`src/rtl/ascon_sigma_seq.sv`:
```
// ascon_sigma_seq
// Sequences a full Ascon state through one shared 32-bit sigma datapath.
// Each 64-bit lane is presented as two halves (low half first, then high half).
// The lane index goes out as the immediate that selects the rotation pair.
// The returned 32-bit results are gathered into a destination state.
// That state is handed back through a valid/ready handshake.
module ascon_sigma_seq #(
   parameter int LANES     = 5,
   parameter bit ZERO_IDLE = 1'b1
) (
   input  logic                  clk,
   input  logic                  rst,
   input  logic                  in_valid,
   output logic                  in_ready,
   input  logic [64*LANES-1:0]   in_state,
   output logic                  out_valid,
   input  logic                  out_ready,
   output logic [64*LANES-1:0]   out_state,
   output logic                  busy,
   input  logic                  flush,
   output logic [31:0]           dp_rs1,
   output logic [31:0]           dp_rs2,
   output logic [4:0]            dp_imm,
   output logic                  dp_op_lo,
   output logic                  dp_op_hi,
   input  logic [31:0]           dp_rd
);

   localparam int            STEPS = 2 * LANES;
   localparam int            CW    = $clog2(STEPS);
   localparam logic [CW-1:0] LAST  = CW'(STEPS - 1);

   typedef enum logic [1:0] {
      IDLE,
      RUN,
      DONE
   } state_t;

   state_t               state_q, state_d;
   logic [CW-1:0]        cnt_q, cnt_d;
   logic [64*LANES-1:0]  src_q, src_d;
   logic [64*LANES-1:0]  dst_q, dst_d;

   logic [31:0]          hold_rs1_q, hold_rs2_q;
   logic [4:0]           hold_imm_q;
   logic                 hold_lo_q, hold_hi_q;

   logic [CW-1:0]        lane_w;
   logic                 half_w;
   logic [31:0]          run_rs1, run_rs2;
   logic                 accept;

   // The step counter encodes both the lane (upper bits) and which half is on the bus (bit 0).
   // The source state is never modified while running, so both halves of a lane read the original operand.
   always_comb begin
      lane_w  = cnt_q >> 1;
      half_w  = cnt_q[0];
      run_rs1 = src_q[64*lane_w +: 32];
      run_rs2 = src_q[64*lane_w + 32 +: 32];
   end

   // The handshake outputs decode directly from the state register.
   // in_ready is also masked by reset so an upstream stage never sees a stale accept while the block is held in reset.
   always_comb begin
      in_ready  = (state_q == IDLE) && !rst;
      out_valid = (state_q == DONE);
      busy      = (state_q != IDLE);
      out_state = dst_q;
      accept    = in_valid && in_ready && !flush;
   end

   // Datapath operands are live only while running.
   // Outside RUN they are either zeroed, or they hold the last issued values so the shared datapath sees no toggling.
   always_comb begin
      dp_rs1   = 32'd0;
      dp_rs2   = 32'd0;
      dp_imm   = 5'd0;
      dp_op_lo = 1'b0;
      dp_op_hi = 1'b0;
      if (state_q == RUN) begin
         dp_rs1   = run_rs1;
         dp_rs2   = run_rs2;
         dp_imm   = 5'(lane_w);
         dp_op_lo = ~half_w;
         dp_op_hi = half_w;
      end else if (!ZERO_IDLE) begin
         dp_rs1   = hold_rs1_q;
         dp_rs2   = hold_rs2_q;
         dp_imm   = hold_imm_q;
         dp_op_lo = hold_lo_q;
         dp_op_hi = hold_hi_q;
      end
   end

   // Next-state logic for the sequencer.
   // Flush beats every other transition and drops the job.
   // While running, each cycle stores the datapath result into its slot in the destination state.
   always_comb begin
      state_d = state_q;
      cnt_d   = cnt_q;
      src_d   = src_q;
      dst_d   = dst_q;
      if (flush) begin
         state_d = IDLE;
      end else begin
         unique case (state_q)
            IDLE: begin
               if (accept) begin
                  state_d = RUN;
                  src_d   = in_state;
                  dst_d   = '0;
                  cnt_d   = '0;
               end
            end
            RUN: begin
               dst_d[64*lane_w + 32*half_w +: 32] = dp_rd;
               if (cnt_q == LAST) begin
                  state_d = DONE;
               end else begin
                  cnt_d = cnt_q + CW'(1);
               end
            end
            DONE: begin
               if (out_ready) begin
                  state_d = IDLE;
               end
            end
            default: begin
               state_d = IDLE;
            end
         endcase
      end
   end

   // State, counter and the two state buffers.
   // Reset is asynchronous so that an abort mid-job takes effect immediately.
   always_ff @(posedge clk or posedge rst) begin
      if (rst) begin
         state_q <= IDLE;
         cnt_q   <= '0;
         src_q   <= '0;
         dst_q   <= '0;
      end else begin
         state_q <= state_d;
         cnt_q   <= cnt_d;
         src_q   <= src_d;
         dst_q   <= dst_d;
      end
   end

   // Remember the last operands issued during RUN.
   // These are the values the datapath bus holds when idle zeroing is disabled.
   always_ff @(posedge clk or posedge rst) begin
      if (rst) begin
         hold_rs1_q <= 32'd0;
         hold_rs2_q <= 32'd0;
         hold_imm_q <= 5'd0;
         hold_lo_q  <= 1'b0;
         hold_hi_q  <= 1'b0;
      end else if (state_q == RUN) begin
         hold_rs1_q <= run_rs1;
         hold_rs2_q <= run_rs2;
         hold_imm_q <= 5'(lane_w);
         hold_lo_q  <= ~half_w;
         hold_hi_q  <= half_w;
      end
   end

endmodule

```
`config.mk`:
```
export PLATFORM = sky130hd
export DESIGN_NAME = ascon_sigma_seq
export DESIGN_NICKNAME = d
export VERILOG_FILES = /design/src/rtl/ascon_sigma_seq.sv
export SDC_FILE = /design/constraint.sdc
export NUM_CORES = 1
export LEC_CHECK = 0
export CORE_AREA = 2 2 289 291
export CTS_CLUSTER_DIAMETER = 50
export DETAILED_ROUTE_END_ITERATION = 10
export DIE_AREA = 0 0 291 293
export GPL_ROUTABILITY_DRIVEN = 0
export GPL_TIMING_DRIVEN = 0
export MAX_ROUTING_LAYER = met4
export PLACE_DENSITY = 0.63
export SLEW_MARGIN = 25
export SYNTH_ARGS = -nofsm -noshare
export SYNTH_HDL_FRONTEND = slang
export SYNTH_SLANG_ARGS = --single-unit
```
`constraint.sdc`:
```
create_clock -name clk -period 49.5 [get_ports clk]
set_clock_uncertainty 0.15 [all_clocks]
set_input_delay 4.95 -clock clk [delete_from_list [all_inputs] [get_ports clk]]
set_output_delay 4.95 -clock clk [all_outputs]
set_load 0.005 [all_outputs]
```
==> results summary, run 1 <==
The root buffer cell is sky130_fd_sc_hd__clkbuf_16. The average instance in the mapped netlist occupies 10.3 um^2. The number of maximum-capacitance constraint violations came out at 0.

The via total after detailed routing is 24.1k. Setup repair after global routing left no endpoint under its margin. The internal power summed over all cells came out at 1.28 mW. The signed area change from the synthesized netlist to the final layout is 43.4%. The register-to-register path setup slack came out at 43.92 ns. In the routed design, unresolved DRC markers number 0. The number of gates given a new drive strength after cts is 0. The data required time of the worst path is 44.40 ns. After global routing the overflow that remains totals 0. The count of nets left with antenna violations once routing finished came out at 0. Clock-pin slew was measured on the worst setup and hold paths at 0.05 ns. The flop and latch count out of synthesis came out at 646. The initial core utilization came out at 0.334.

The initial antenna violation count is 28. The total wire length after detailed routing came out at 114000 um. Based on the critical path, the design can be clocked at up to 89.1 MHz.

The width of the die is 291 um. The worst hold path belongs to the class flip-flop to flip-flop. The detailed-router iteration count before antenna repair came out at 5. Summed over all nets, the half-perimeter wirelength after detailed placement is 87600 um.

The count of buffers inserted at the top-level ports is 748. The sequential-to-total area share from yosys stat is 0.591. The synthesized design spends more area on one cell type than any other, namely sky130_fd_sc_hd__dfrtp_1. Counting the buffers created by CTS gives 80. The depth of the CTS H-tree is 3.

In the final design database the tool counted 3857 nets. The endpoint identified for the worst register-to-register timing path is out_state[106]. The area of the placeable core came out at 81800 um^2. The relative contribution of sequential cells to total power came out at 0.355. The worst setup path is launched from an input pin. For this run, the leading register cell type out of synthesis is sky130_fd_sc_hd__dfrtp_1. The final cell utilization of the core came out at 0.479. The clock reaches the later pin of the worst-skew pair after 0.59 ns. The final number of max-transition violations came to 0. The chip height is 293 um. The number of top-level pins is 751. The largest driver fanout on the critical path came out at 3. The global-route usage over all layers came out at 0.272. The fraction of layout cells with a size suffix above 1 came out at 0.0791. Post-CTS timing repair inserted 0 buffers for setup.

The worst reg2reg path depth is 14. The number of buffers on the longest clock path is 3. The synthesized netlist cell count is 2649. Data on the critical path arrives at its endpoint at 6.12 ns. The peak supply drop came out at 0.0263 mV. The first global-routing pass estimated 166000 um of wire. The clock share of power came out at 0.296. Headroom to the max-slew limit came out at 0.311. The area of the die is 85300 um^2.

Sorting the synthesized cells by area gives the leading types as sky130_fd_sc_hd__dfrtp_1 (59%), sky130_fd_sc_hd__nand2_1 (14%), sky130_fd_sc_hd__o2bb2ai_1 (7.2%). The number of flops mapped to enable cells by yosys is 0. The design draws 2.04 mW. The worst register-to-register path begins at cnt_q[1].

The leakage power came out at 17.8 nW. The per-cell routed wire length is 24.6 um. The total power per unit cell area came out at 52.0 nW/um^2. The vias per cell came out at 5.18. The slew at the pin closest to its max-slew limit is 1.03 ns. The number of distinct library cell variants in the gate-level netlist after synthesis is 59. The total of endpoints with negative setup slack in the final report came out at 0. The warning count from the yosys run is 0.

The setup TNS after final layout is 0 ns. Of the total power, combinational logic draws 0.349. The switching power came out at 0.762 mW.

Fill cells in the final layout number 7776. The clock sink count came out at 646. The total of hold buffers inserted after clock tree synthesis is 0. The most critical setup path has its endpoint at in_ready.

The pin count of the biggest net entering global routing came out at 97. The share of flip-flops with an asynchronous set or reset came out at 1.00. The endpoint class of the critical path is an output port.

The post-layout minimum cycle time came out at 11.22 ns. By startpoint and endpoint, the worst setup path is classified as input pin to output port. The run finished with clean final reports.

The area share of the largest cell type after synthesis is 0.591. The worst hold slack is 0.319 ns. The post-synthesis cell area is 27300 um^2. The most critical setup path has its startpoint at rst. The initialized floorplan defines 105 standard-cell rows. The final worst-path cycle share came out at 0.227.

The switching part of the total power is 0.374. The initial DRC count is 1644. TritonCTS built the clock tree. The via count of the first global-routing pass was 24.5k.

The count of final hold-check violations came to 0.
metal layers:
metal	GRT usage	wire [um]	up-vias
met5	-	0	-
met3	0.0719	10100	171
met4	0.0800	3030	0
met1	0.322	44100	12076
li1	-	-	10811
met2	0.455	57200	1038
placed cells by master (no fill, tap or decap), types with 4 or more instances in the layout:
master,count
sky130_fd_sc_hd__a22oi_1,64
sky130_fd_sc_hd__a32o_1,28
sky130_fd_sc_hd__and2_1,14
sky130_fd_sc_hd__buf_1,8
sky130_fd_sc_hd__buf_16,7
sky130_fd_sc_hd__buf_2,55
sky130_fd_sc_hd__buf_4,7
sky130_fd_sc_hd__buf_6,4
sky130_fd_sc_hd__bufinv_16,9
sky130_fd_sc_hd__clkbuf_1,142
sky130_fd_sc_hd__clkbuf_16,80
sky130_fd_sc_hd__clkbuf_8,13
sky130_fd_sc_hd__clkdlybuf4s50_1,748
sky130_fd_sc_hd__clkinv_2,9
sky130_fd_sc_hd__clkinv_4,4
sky130_fd_sc_hd__clkinvlp_4,6
sky130_fd_sc_hd__dfrtp_1,646
sky130_fd_sc_hd__diode_2,34
sky130_fd_sc_hd__ha_1,10
sky130_fd_sc_hd__inv_1,26
sky130_fd_sc_hd__inv_6,8
sky130_fd_sc_hd__mux4_2,64
sky130_fd_sc_hd__nand2_1,1036
sky130_fd_sc_hd__nand2b_1,6
sky130_fd_sc_hd__nand3_1,8
sky130_fd_sc_hd__nand4_1,4
sky130_fd_sc_hd__nor2_1,80
sky130_fd_sc_hd__nor2b_1,42
sky130_fd_sc_hd__nor3_1,5
sky130_fd_sc_hd__o21ai_0,98
sky130_fd_sc_hd__o21ai_1,10
sky130_fd_sc_hd__o2bb2ai_1,225
sky130_fd_sc_hd__o311ai_0,28
sky130_fd_sc_hd__o311ai_1,4
sequential cells by signal, summed over array words and instances (netlist names):
| name | flops |
|---|---|
| out_state | 320 |
| cnt_q | 4 |
| state_q | 2 |
| src_q | 320 |
worst max-delay path, stage by stage:
cell                              delay, ns
sky130_fd_sc_hd__clkdlybuf4s50_1       0.53
sky130_fd_sc_hd__nor2_1                0.14
sky130_fd_sc_hd__clkdlybuf4s50_1       0.50
cell families after synthesis:
family / count (synthesis) / synth area share
other cells: 1 / 0.000137
mux: 64 / 0.0527
fa+ha+maj: 10 / 0.00458
xor+xnor: 4 / 0.00128
buf+inv: 230 / 0.0356
compound gates: 481 / 0.138
simple gates: 1213 / 0.176
flops: 646 / 0.591
worst min-delay path by stage:
| stage | slack, ns | end | from | cells past startpoint |
|---|---|---|---|---|
| after floorplan | 0.29 | src_q[128] | src_q[128] | 2 |
| after global placement | 0.30 | src_q[161] | src_q[161] | 2 |
| after detailed placement | 0.31 | src_q[235] | src_q[235] | 2 |
| after CTS | 0.32 | src_q[235] | src_q[235] | 2 |
| after global routing | 0.34 | src_q[139] | src_q[139] | 2 |
| final | 0.32 | src_q[139] | src_q[139] | 2 |
power by group through the flow:
stage                     Clock [mW]  Combinational, mW  Sequential (mW)
after floorplan                    0              0.420            0.707
after global placement             0              0.698            0.727
after detailed placement           0              0.713            0.728
after CTS                      0.610              0.716            0.721
after global routing           0.634              0.776            0.736
final                          0.604              0.712            0.724
Yosys cell counts (all sizes together), types with 2 or more instances:
cell type and count:
a31oi 3, nand2 1036, a22oi 64, mux4 64, inv 27, and4 2
o2bb2ai 225, nor4 2, or3b 2, a211oi 2, clkbuf 131, a32o 28
a21oi 2, buf 71, dfrtp 646, o2111ai 3, nand3 8, nor2 80
nand2b 6, nand4 4, o21ai 108, o21a 2, xnor2 3, or2 3
nor2b 42, a41oi 2, ha 10, and2 14, nor3 8, o311ai 32
layout make-up:
class / instances / area [um^2] / area share
sequential: 646 / 16200 / 0.412
multi-input combinational: 1774 / 10200 / 0.260
timing repair buffer: 758 / 7710 / 0.197
clock buffer: 105 / 2230 / 0.0568
tap: 1070 / 1340 / 0.0342
buffer: 202 / 870 / 0.0222
clock inverter: 38 / 493 / 0.0126
inverter: 28 / 113 / 0.00287
antenna: 34 / 85.1 / 0.00217
stage by stage:
step	cells	worst slack, ns	area (um^2)
floorplan	2650	26.30	27300
global placement	4468	18.00	36200
detailed placement	4477	38.28	36400
CTS	4620	38.28	39100
global route	4648	38.23	39200
finish	4655	38.28	39200
No activity file was read; power rests on OpenSTA's default activity.
==> inputs of run 2 (changes only) <==
--- a/config.mk
+++ b/config.mk
@@ -5,14 +5,14 @@
 export SDC_FILE = /design/constraint.sdc
 export NUM_CORES = 1
 export LEC_CHECK = 0
-export CORE_AREA = 2 2 289 291
+export CORE_AREA = 2 2 292 294
 export CTS_CLUSTER_DIAMETER = 50
 export DETAILED_ROUTE_END_ITERATION = 10
-export DIE_AREA = 0 0 291 293
+export DIE_AREA = 0 0 294 296
 export GPL_ROUTABILITY_DRIVEN = 0
 export GPL_TIMING_DRIVEN = 0
 export MAX_ROUTING_LAYER = met4
-export PLACE_DENSITY = 0.63
+export PLACE_DENSITY = 0.64
 export SLEW_MARGIN = 25
 export SYNTH_ARGS = -nofsm -noshare
 export SYNTH_HDL_FRONTEND = slang
==> constraint.sdc (replaced) <==
create_clock -name clk -period 9.4 [get_ports clk]
set_clock_uncertainty 0.15 [all_clocks]
set_input_delay 0.94 -clock clk [delete_from_list [all_inputs] [get_ports clk]]
set_output_delay 0.94 -clock clk [all_outputs]
set_load 0.005 [all_outputs]
==> run 2 against run 1 <==
Sequential power rose to 5.3 times the previous value. Clock power rose to 5.5 times the previous value. First-iteration DRC count up 7.6%.
==> results summary, run 2 (same netlist as run 1, synthesis figures left out) <==
The depth of the CTS H-tree is 3 (unchanged). The worst hold slack came out at 0.317 ns (-0.00227 ns). The min-delay analysis places its worst path in the category flip-flop to flip-flop. The initial antenna violation count came out at 22 (-21%). The worst hold path depth is 2 (unchanged). The number of buffers on the longest clock path came to 3 (unchanged).

The post-layout minimum cycle time came out at 5.61 ns. The number of gates given a new drive strength after cts is 0 (unchanged). The chip height is 296 um (+1.0%).

The path with the worst hold slack has its endpoint at src_q[230]. The total of endpoints with negative setup slack in the final report is 0 (unchanged). The library cell used most frequently in the layout, excluding fill and tap cells, is sky130_fd_sc_hd__nand2_1. The library cells used most frequently in the layout, excluding fill and tap cells, are sky130_fd_sc_hd__nand2_1 (1036), sky130_fd_sc_hd__clkdlybuf4s50_1 (748), sky130_fd_sc_hd__dfrtp_1 (646), sky130_fd_sc_hd__o2bb2ai_1 (225), sky130_fd_sc_hd__clkbuf_1 (141). The fraction of layout cells with a size suffix above 1 is 0.0864 (+0.00728). The total of hold buffers inserted after clock tree synthesis was 0 (unchanged). The per-cell routed wire length is 24.5 um (-0.50%). The worst reg2reg path depth is 14 (unchanged). Setup repair after global routing left no endpoint under its margin.

The number of routed nets with antenna violations came out at 0 (unchanged). The pin count of the biggest net entering global routing is 34 (-65%). The total DRC errors in the routed layout came out at 0 (unchanged).

The run finished with clean final reports. The clock sink count came out at 646 (unchanged). The arrival time at the worst endpoint came out at 5.99 ns (-0.13 ns).

Dividing the final minimum period by the clock period gives 0.597. The leakage power came to 18.0 nW (+1.3%). The number of standard-cell rows in the floorplan came to 107 (+1.9%). The total setup buffers inserted after CTS came out at 0 (unchanged). The post-layout instance area came to 39700 um^2 (+1.3%). The post-place setup slack came out at 3.68 ns (-34.61 ns). The final standard cell count with taps included and fillers excluded was 4690 (+0.75%). The final cell utilization of the core is 0.471 (-0.00754). The total global routing overflow came out at 0 (unchanged). The register-to-register path setup slack came out at 3.79 ns (-40.13 ns). The via total after detailed routing is 24.2k (+0.43%). The critical path in this run is classified as flip-flop to flip-flop.

The initial DRC count came out at 1769 (+7.6%). The clock slew seen by the registers of the worst setup and hold paths is 0.06 ns (about the same). The global-route usage over all layers came to 0.268 (-0.00374). The endpoint class of the critical path is a flip-flop. The insertion delay of the later-clocked pin in the worst-skew pair was 0.61 ns (+0.02 ns). The net count reported at finish is 3877 (+0.52%). TritonCTS built the clock tree. The worst slew margin relative to its limit is 0.240 (-0.0713). The largest driver fanout on the critical path came out at 10 (+7).

The area of the placeable core was 84200 um^2 (+2.9%). The number of top-level pins came to 751 (unchanged). The placed instance count came out at 4515 (+0.85%). The half-perimeter wire length of the detailed placement result is 88400 um (+0.93%). The global-route wire length before repair is 167000 um (+0.33%). The width of the die came to 294 um (+1.0%).

Static timing analysis puts the maximum clock frequency at 178 MHz. The total power per unit cell area is 275 nW/um^2 (+430%). The slew at the pin closest to its max-slew limit was 1.14 ns (+0.107 ns). The count of final hold-check violations came out at 0 (unchanged).

The total wire length after detailed routing came out at 115000 um (+0.25%). The reg-to-reg critical path endpoint is out_state[113]. The peak supply drop came out at 0.163 mV (+520%). The worst setup path is launched from a flip-flop. The root buffer cell chosen for the clock tree is sky130_fd_sc_hd__clkbuf_16. In this run the critical register-to-register path is launched from cnt_q[2].

The via count of the first global-routing pass came out at 24.6k (+0.37%). The CTS buffer count came out at 83 (+3.8%). The number of maximum-capacitance constraint violations is 0 (unchanged). The initial core utilization is 0.325 (-0.00937). The data required time of the worst path is 9.78 ns (-34.62 ns). The count of buffers inserted at the top-level ports came out at 748 (unchanged). The signed area change from the synthesized netlist to the final layout is 45.2%.

In this run the most critical hold path is launched from src_q[230]. The detailed-router iteration count before antenna repair came out at 5 (unchanged). The worst setup margin came out at 3.79 ns (-34.49 ns). The area of the die is 87000 um^2 (+2.1%). The final number of max-transition violations came to 0 (unchanged).

The vias per cell was 5.16 (-0.32%). The instance area at placement came out at 36700 um^2 (+0.99%).
## run 2: cell count changes in the layout (fill, tap and decap cells not counted), moves of 3 or more
| cell | change |
|---|---|
| sky130_fd_sc_hd__diode_2 | -10 |
| sky130_fd_sc_hd__clkinv_4 | -3 |
| sky130_fd_sc_hd__buf_12 | +21 |
| sky130_fd_sc_hd__buf_16 | -3 |
| sky130_fd_sc_hd__clkinv_16 | +3 |
| sky130_fd_sc_hd__clkbuf_8 | +5 |
| sky130_fd_sc_hd__bufinv_16 | -3 |
| sky130_fd_sc_hd__clkbuf_16 | +4 |
## run 2: how the worst max path moves through the flow
stage / from / cells after the start / slack [ns] / end
2_1_floorplan: rst / 1 / -0.52 / cnt_q[0]
3_3_place_gp: rst / 2 / -4.95 / src_q[192]
3_5_place_dp: cnt_q[1] / 14 / 3.68 / out_state[147]
4_1_cts: cnt_q[1] / 14 / 3.66 / out_state[113]
5_1_grt: cnt_q[1] / 14 / 3.22 / out_state[138]
6_report: cnt_q[2] / 14 / 3.79 / out_state[113]
## run 2: power breakdown
group	internal [mW]	total [mW]	switching (mW)	leakage (nW)
Combinational	1.38	3.77	2.39	7.93
Clock	1.98	3.30	1.33	1.40
Sequential	3.43	3.83	0.394	8.71
## run 2: metal layers
| metal | vias up | track usage | part of all wire |
|---|---|---|---|
| met5 | - | - | 0 |
| met4 | 0 | 0.0901 | 0.033 |
| met3 | 180 | 0.0731 | 0.092 |
| met2 | 1069 | 0.442 | 0.49 |
| met1 | 12106 | 0.317 | 0.39 |
| li1 | 10845 | - | - |
## run 2: per-stage QoR
step           total power [mW]  setup TNS [ns]
2_1_floorplan              5.94         -333.76
3_5_place_dp               7.62               0
6_report                   10.9               0
5_1_grt                    11.5               0
4_1_cts                    11.0               0
3_3_place_gp               7.54        -3146.12
## run 2: area by class of cell
cell class / instances / area [um^2]
timing repair buffer: 775 / 8030
clock inverter: 38 / 499
fill: 7993 / 44500
clock buffer: 113 / 2390
inverter: 28 / 109
buffer: 202 / 872
multi-input combinational: 1774 / 10200
sequential: 646 / 16200
antenna: 24 / 60.1
tap: 1090 / 1360
## run 2: worst max-delay path, stage by stage (launching register included)
cell	delay [ns]
sky130_fd_sc_hd__dfrtp_1	0.49
sky130_fd_sc_hd__clkbuf_1	0.68
sky130_fd_sc_hd__clkbuf_1	0.62
sky130_fd_sc_hd__inv_1	0.32
sky130_fd_sc_hd__ha_1	0.52
sky130_fd_sc_hd__nand2b_1	0.15
sky130_fd_sc_hd__o221a_2	0.20
sky130_fd_sc_hd__inv_1	0.05
sky130_fd_sc_hd__ha_1	0.20
sky130_fd_sc_hd__a211oi_1	0.45
sky130_fd_sc_hd__o21a_1	0.34
sky130_fd_sc_hd__buf_4	0.21
sky130_fd_sc_hd__nand4_1	0.41
sky130_fd_sc_hd__clkbuf_1	0.45
sky130_fd_sc_hd__o2bb2ai_1	0.26
